## src/rtl/mem_arb_pkg.sv

```systemverilog
// mem_arb_pkg: shared types and default widths for the program-memory arbiter.
//   state_t : arbiter FSM states (IDLE -> ACCESS -> RESP -> IDLE)
//   grant_t : which requester owns the current access
//   MEM_ADDR_W / MEM_DATA_W : default memory geometry
package mem_arb_pkg;

  localparam int MEM_ADDR_W = 4;
  localparam int MEM_DATA_W = 1;

  typedef enum logic [1:0] {
    IDLE,
    ACCESS,
    RESP
  } state_t;

  typedef enum logic {
    GRANT_CPU,
    GRANT_LOADER
  } grant_t;

endpackage

```

## src/rtl/rr_arbiter2.sv

```systemverilog
// rr_arbiter2: two-way round-robin picker between the CPU and the loader.
// Ports:
//   clk, reset   : clock, asynchronous active-high reset
//   cpu_elig     : CPU request is eligible this cycle
//   ld_elig      : loader request is eligible this cycle
//   update       : commit the current pick into last_grant
//   grant        : combinational winner (meaningful when grant_valid=1)
//   grant_valid  : at least one requester is eligible
// The last_grant register lives here; it resets to LOADER so that the CPU
// wins the first tie after reset.
module rr_arbiter2
  import mem_arb_pkg::*;
(
  input  logic   clk,
  input  logic   reset,
  input  logic   cpu_elig,
  input  logic   ld_elig,
  input  logic   update,
  output grant_t grant,
  output logic   grant_valid
);

  grant_t last_grant_reg;

  always_comb begin
    grant       = GRANT_CPU;
    grant_valid = cpu_elig | ld_elig;
    if (cpu_elig && ld_elig) begin
      // Tie: hand the access to whoever did not win last time.
      grant = (last_grant_reg == GRANT_LOADER) ? GRANT_CPU : GRANT_LOADER;
    end else if (ld_elig) begin
      grant = GRANT_LOADER;
    end else begin
      grant = GRANT_CPU;
    end
  end

  always_ff @(posedge clk or posedge reset) begin
    if (reset) begin
      last_grant_reg <= GRANT_LOADER;
    end else if (update && grant_valid) begin
      last_grant_reg <= grant;
    end
  end

endmodule

```

## src/rtl/mem_arbiter.sv

```systemverilog
// mem_arbiter: shares the single-ported program memory between the CPU
// instruction-fetch port and the program-loader port.
// Ports:
//   clk, reset                      : clock, asynchronous active-high reset
//   cpu_req/cpu_addr                : CPU read request, held until cpu_ack
//   cpu_ack/cpu_rdata               : one-cycle completion, read data gated by ack
//   ld_req/ld_we/ld_addr/ld_wdata   : loader request, held until ld_ack
//   ld_lock                         : while high the CPU is never granted
//   ld_ack/ld_rdata                 : one-cycle completion, read data for reads only
//   mem_en/mem_we/mem_addr/mem_wdata: registered memory strobe/controls
//   mem_rdata                       : memory data, valid the cycle after mem_en
// Each access is IDLE (grant) -> ACCESS (mem_en) -> RESP (ack), so a request
// seen in cycle 0 is acknowledged in cycle 2.
module mem_arbiter
  import mem_arb_pkg::*;
#(
  parameter int ADDR_W = MEM_ADDR_W,
  parameter int DATA_W = MEM_DATA_W
) (
  input  logic              clk,
  input  logic              reset,
  input  logic              cpu_req,
  input  logic [ADDR_W-1:0] cpu_addr,
  output logic              cpu_ack,
  output logic [DATA_W-1:0] cpu_rdata,
  input  logic              ld_req,
  input  logic              ld_we,
  input  logic [ADDR_W-1:0] ld_addr,
  input  logic [DATA_W-1:0] ld_wdata,
  input  logic              ld_lock,
  output logic              ld_ack,
  output logic [DATA_W-1:0] ld_rdata,
  output logic              mem_en,
  output logic              mem_we,
  output logic [ADDR_W-1:0] mem_addr,
  output logic [DATA_W-1:0] mem_wdata,
  input  logic [DATA_W-1:0] mem_rdata
);

  state_t state_reg, state_next;
  grant_t grant;
  logic   grant_valid;
  logic   start;

  grant_t            owner_reg;
  logic [ADDR_W-1:0] addr_reg;
  logic [DATA_W-1:0] wdata_reg;
  logic              we_reg;
  logic              mem_en_reg;
  logic              mem_we_reg;

  // The CPU is masked out entirely while the loader holds the lock.
  rr_arbiter2 u_rr (
    .clk         (clk),
    .reset       (reset),
    .cpu_elig    (cpu_req & ~ld_lock),
    .ld_elig     (ld_req),
    .update      (start),
    .grant       (grant),
    .grant_valid (grant_valid)
  );

  // Requests are only looked at in IDLE; ACCESS and RESP run to completion.
  assign start = (state_reg == IDLE) && grant_valid;

  always_comb begin
    state_next = state_reg;
    case (state_reg)
      IDLE:    if (grant_valid) state_next = ACCESS;
      ACCESS:  state_next = RESP;
      RESP:    state_next = IDLE;
      default: state_next = IDLE;
    endcase
  end

  always_ff @(posedge clk or posedge reset) begin
    if (reset) begin
      state_reg  <= IDLE;
      owner_reg  <= GRANT_LOADER;
      addr_reg   <= '0;
      wdata_reg  <= '0;
      we_reg     <= 1'b0;
      mem_en_reg <= 1'b0;
      mem_we_reg <= 1'b0;
    end else begin
      state_reg <= state_next;
      // mem_en/mem_we are high exactly for the ACCESS cycle that follows a grant.
      mem_en_reg <= start;
      mem_we_reg <= start && (grant == GRANT_LOADER) && ld_we;
      if (start) begin
        owner_reg <= grant;
        if (grant == GRANT_LOADER) begin
          addr_reg  <= ld_addr;
          wdata_reg <= ld_wdata;
          we_reg    <= ld_we;
        end else begin
          // CPU fetches are always reads.
          addr_reg  <= cpu_addr;
          wdata_reg <= '0;
          we_reg    <= 1'b0;
        end
      end
    end
  end

  assign mem_en    = mem_en_reg;
  assign mem_we    = mem_we_reg;
  assign mem_addr  = addr_reg;
  assign mem_wdata = wdata_reg;

  assign cpu_ack = (state_reg == RESP) && (owner_reg == GRANT_CPU);
  assign ld_ack  = (state_reg == RESP) && (owner_reg == GRANT_LOADER);

  // Read data is passed straight from memory, but only to the acknowledged
  // requester, and never for a loader write.
  assign cpu_rdata = cpu_ack ? mem_rdata : '0;
  assign ld_rdata  = (ld_ack && !we_reg) ? mem_rdata : '0;

endmodule

```

## config.mk

```make
export PLATFORM = sky130hd
export DESIGN_NAME = mem_arbiter
export DESIGN_NICKNAME = d
export VERILOG_FILES = /design/src/rtl/mem_arb_pkg.sv /design/src/rtl/rr_arbiter2.sv /design/src/rtl/mem_arbiter.sv
export SDC_FILE = /design/constraint.sdc
export NUM_CORES = 1
export LEC_CHECK = 0
export CAP_MARGIN = 40
export CORE_MARGIN = 1
export CORE_UTILIZATION = 41
export DETAILED_ROUTE_END_ITERATION = 12
export PLACE_DENSITY_LB_ADDON = 0.15
export SLEW_MARGIN = 0
export SYNTH_ARGS = -nofsm -noshare
export SYNTH_HDL_FRONTEND = slang
export SYNTH_SLANG_ARGS = --single-unit
```

## constraint.sdc

```tcl
create_clock -name clk -period 3.1 [get_ports clk]
set_clock_uncertainty 0.1 [all_clocks]
set_input_delay 0.93 -clock clk [delete_from_list [all_inputs] [get_ports clk]]
set_output_delay 0.93 -clock clk [all_outputs]
set_load 0.05 [all_outputs]
```

==> out/summary.md <==
For this design the static power due to leakage is 0.367 nW. Critical path arrival: 1910 ps. No sink is reached through more buffers than the 2 on the longest clock path. TritonCTS built the clock tree.

For this design, the CTS-stage hold fixing added 0 buffers. Max-cap violations in this run came to 0. Synthesis produced 48 cells. The total iterations of the first detailed-routing run was 2; the number of buffers added by the clock tree synthesis step was 3.

Dividing total power by cell area gives a power density of 999 nW/µm². The tools report the cell at the root of the clock tree as sky130_fd_sc_hd__clkbuf_4. The tools report the number of clock sinks seen by CTS as 11. In this run the worst hold path is classified as flip-flop to flip-flop. After the last flow step, the layout net total stands at 93. IR analysis of the VDD net gives a maximum drop of 0.545 mV. Using the TritonRoute via totals, the vias-per-cell ratio works out to 5.38. Library cell occupying the most area in the post-synthesis netlist: sky130_fd_sc_hd__dfrtp_1. Measured on the finished design, the core utilization comes to 68.1%.

Summed over all layers, the routed wires come to 1.19 mm. The main combinational cell family by area after synthesis is compound AO/OA/AOI/OAI gates. The number of buffers added for setup after CTS was 0. The max-slew violation count came out at 0. The repair_antennas step left the layout with diodes totalling 0. Counting the fill cells in the layout gives 119. The run gives 0 as the final setup violation count. Of the total synthesized cell area, the portion taken by full adders, half adders and majority gates is 0%. The synthesized area divided by synthesized cell count is 11.9 µm², and the area growth from synthesis to layout is 55.3%. In the routed design, unresolved DRC markers number 0. The worst setup path is captured at an output pin. The tools report the half-perimeter wire length after placement as 963 µm. Synthesized net count: 64. During I/O placement, the number of pins put on the boundary was 27. Setup repair after global routing left no endpoint under its margin.

The die is 39.3 µm wide. Summing the areas of all xor and xnor instances in the mapped netlist gives 0% of the synthesized area. Entering global routing, the biggest net connects 12 pins. In this run the remaining antenna-violating nets after routing total 0. The number of global-route vias before repair is 405, and the effective utilization at floorplan is 43.8%. The actual slew at the worst max-slew pin is 506 ps. The flip-flop count of the largest register, all copies and words added was 4. Clock-pin slew was measured on the worst setup and hold paths at 70 ps. The compound-gate portion of the synthesized area came out at 28.5%. The number of DRC markers in iteration 0 is 5, and the via count is 490. The share of synthesized area in the top cell type comes to 43.9%.

Critical path launch point type: a primary input. The die covers 1540 µm². The cell area after technology mapping was 571 µm².

At the later pin of the worst-skew pair, clock insertion delay measures 260 ps. The number of warnings issued by yosys is 0, and the highest attainable clock frequency is 340 MHz. The data required time of the critical path was 2070 ps; the placeable core region was 1300 µm².

The H-tree depth was 1. Multiplexer share of the synthesized area: 0%. In the final layout, the share of cells above drive strength 1 is 22.4%. Sorting the synthesized cells by area gives the leading types as sky130_fd_sc_hd__dfrtp_1 44%, sky130_fd_sc_hd__a2bb2oi_2 11%, sky130_fd_sc_hd__o221a_1 7.9%.

The worst-path maximum fanout was 2. Row generation in the floorplan step produced 13 rows. The final critical-path required period works out to 2940 ps. The synthesized-area fraction occupied by and/or/nand/nor cells works out to 17.5%. In this run, distinct cell masters in the synthesized netlist total 23.

The ratio of final minimum period to clock period came out at 94.9%. The worst pin sits at a relative slew slack of 66.2%. The average wire per standard cell was 13.1 µm. The floorplan step set the die height to 39.3 µm. The count of buffers added on input and output ports is 26. The final setup TNS was 0 ps; the placer's final routability congestion estimate was 0.648.

The first-pass GRT wire length came out at 1.82 mm. The worst setup path is of the primary input to output pin kind. The tools report the number of antenna violations at the first check in global routing as 0. The flow ran to the end, and the final reports show no timing, DRC or antenna violations.

The run gives 0 as the number of hold-slack violations in the final timing report. The post-synthesis sequential element count came out at 11. The total overflow left after global routing is 0.

Total global routing track utilization: 18.5%. After clock tree synthesis, the repair step resized 0 gates. For the proportion of synthesized chip area in sequential cells, the log shows 48.5%.
==> final cells by class <==
cell class / instances / area (µm²) / share of cell area, %
Clock buffer: 4 / 26.3 / 2.97
Sequential cell: 11 / 277 / 31.2
Inverter: 4 / 15.0 / 1.69
Multi-Input combinational cell: 31 / 269 / 30.4
Tap cell: 15 / 18.8 / 2.12
Timing Repair Buffer: 26 / 280 / 31.6
==> critical path, cell delays in order <==
cell	delay [ps]
sky130_fd_sc_hd__clkdlybuf4s50_1	480
sky130_fd_sc_hd__nor4b_2	320
sky130_fd_sc_hd__buf_12	190
==> per-stage QoR <==
| step | power [W] | hold slack, ps | instances | worst slack, ps | cell area [µm²] |
|---|---|---|---|---|---|
| finish | 0.000885 | 397 | 91 | 159 | 886 |
| global route | 0.000930 | 422 | 91 | 106 | 886 |
| CTS | 0.000890 | 402 | 91 | 146 | 886 |
| detailed placement | 0.000793 | 386 | 87 | 158 | 860 |
| global placement | 0.000780 | 379 | 87 | 193 | 860 |
| floorplan | 0.000627 | 387 | 48 | 244 | 577 |
==> power by group <==
group | switching [W] | internal [W] | total [W]
clock network | 0.0000476 | 0.0000497 | 0.0000973
registers | 0.0000647 | 0.000213 | 0.000278
logic | 0.000294 | 0.000217 | 0.000510
total | 0.000406 | 0.000479 | 0.000885
==> cells in the mapped netlist <==
library cell and instances:
sky130_fd_sc_hd__buf_6 1, sky130_fd_sc_hd__dfrtp_1 10, sky130_fd_sc_hd__inv_2 1, sky130_fd_sc_hd__and3b_1 1
sky130_fd_sc_hd__nand2_1 5, sky130_fd_sc_hd__nor2_1 1, sky130_fd_sc_hd__nor3b_1 1, sky130_fd_sc_hd__nor2b_1 1
sky130_fd_sc_hd__nor2_4 1, sky130_fd_sc_hd__and2b_4 1, sky130_fd_sc_hd__nor4b_1 1, sky130_fd_sc_hd__buf_2 1
sky130_fd_sc_hd__a22o_1 1, sky130_fd_sc_hd__and3_1 1, sky130_fd_sc_hd__a32o_1 2, sky130_fd_sc_hd__inv_1 3
sky130_fd_sc_hd__nor2_2 1, sky130_fd_sc_hd__o21ai_2 1, sky130_fd_sc_hd__o21ai_0 4, sky130_fd_sc_hd__and4bb_2 1
sky130_fd_sc_hd__o221a_1 4, sky130_fd_sc_hd__dfstp_2 1, sky130_fd_sc_hd__a2bb2oi_2 4
==> cell usage in the layout, fill, tap and decap left out, types with 2 or more instances in the layout <==
master	n
sky130_fd_sc_hd__dfrtp_1	10
sky130_fd_sc_hd__o221a_1	4
sky130_fd_sc_hd__nand2_1	5
sky130_fd_sc_hd__clkbuf_4	3
sky130_fd_sc_hd__clkdlybuf4s50_1	24
sky130_fd_sc_hd__buf_12	2
sky130_fd_sc_hd__a32o_1	2
sky130_fd_sc_hd__o21ai_0	4
sky130_fd_sc_hd__inv_1	3
sky130_fd_sc_hd__a2bb2oi_2	4
==> cell families after synthesis <==
kind of cell / after synthesis
AO/OA/AOI/OAI: 16
AND/OR/NAND/NOR: 15
flip-flops: 11
buffers and inverters: 6
==> routing by layer <==
layer	wire length [µm]	part of all wire (%)	track usage (%)	up-vias
li1	-	-	-	236
met4	5	0.42	7.76	0
met1	491	41	22.9	238
met5	0	0	0	-
met2	645	54	30.0	14
met3	48	4.0	5.11	2
==> worst paths after layout <==
kind / endpoint / slack, ps / cells past startpoint / startpoint
setup / recovery: ld_rdata / 160 / 3 / mem_rdata
hold / removal: mem_wdata / 400 / 1 / mem_wdata
setup reg to reg: mem_wdata / 1610 / 3 / owner_reg
hold reg to reg: mem_wdata / 400 / 1 / mem_wdata
max in group asynchronous: owner_reg / 1710 / 2 / reset
min in group asynchronous: mem_addr[2] / 860 / 2 / reset
No activity file was read; power rests on OpenSTA's default activity.
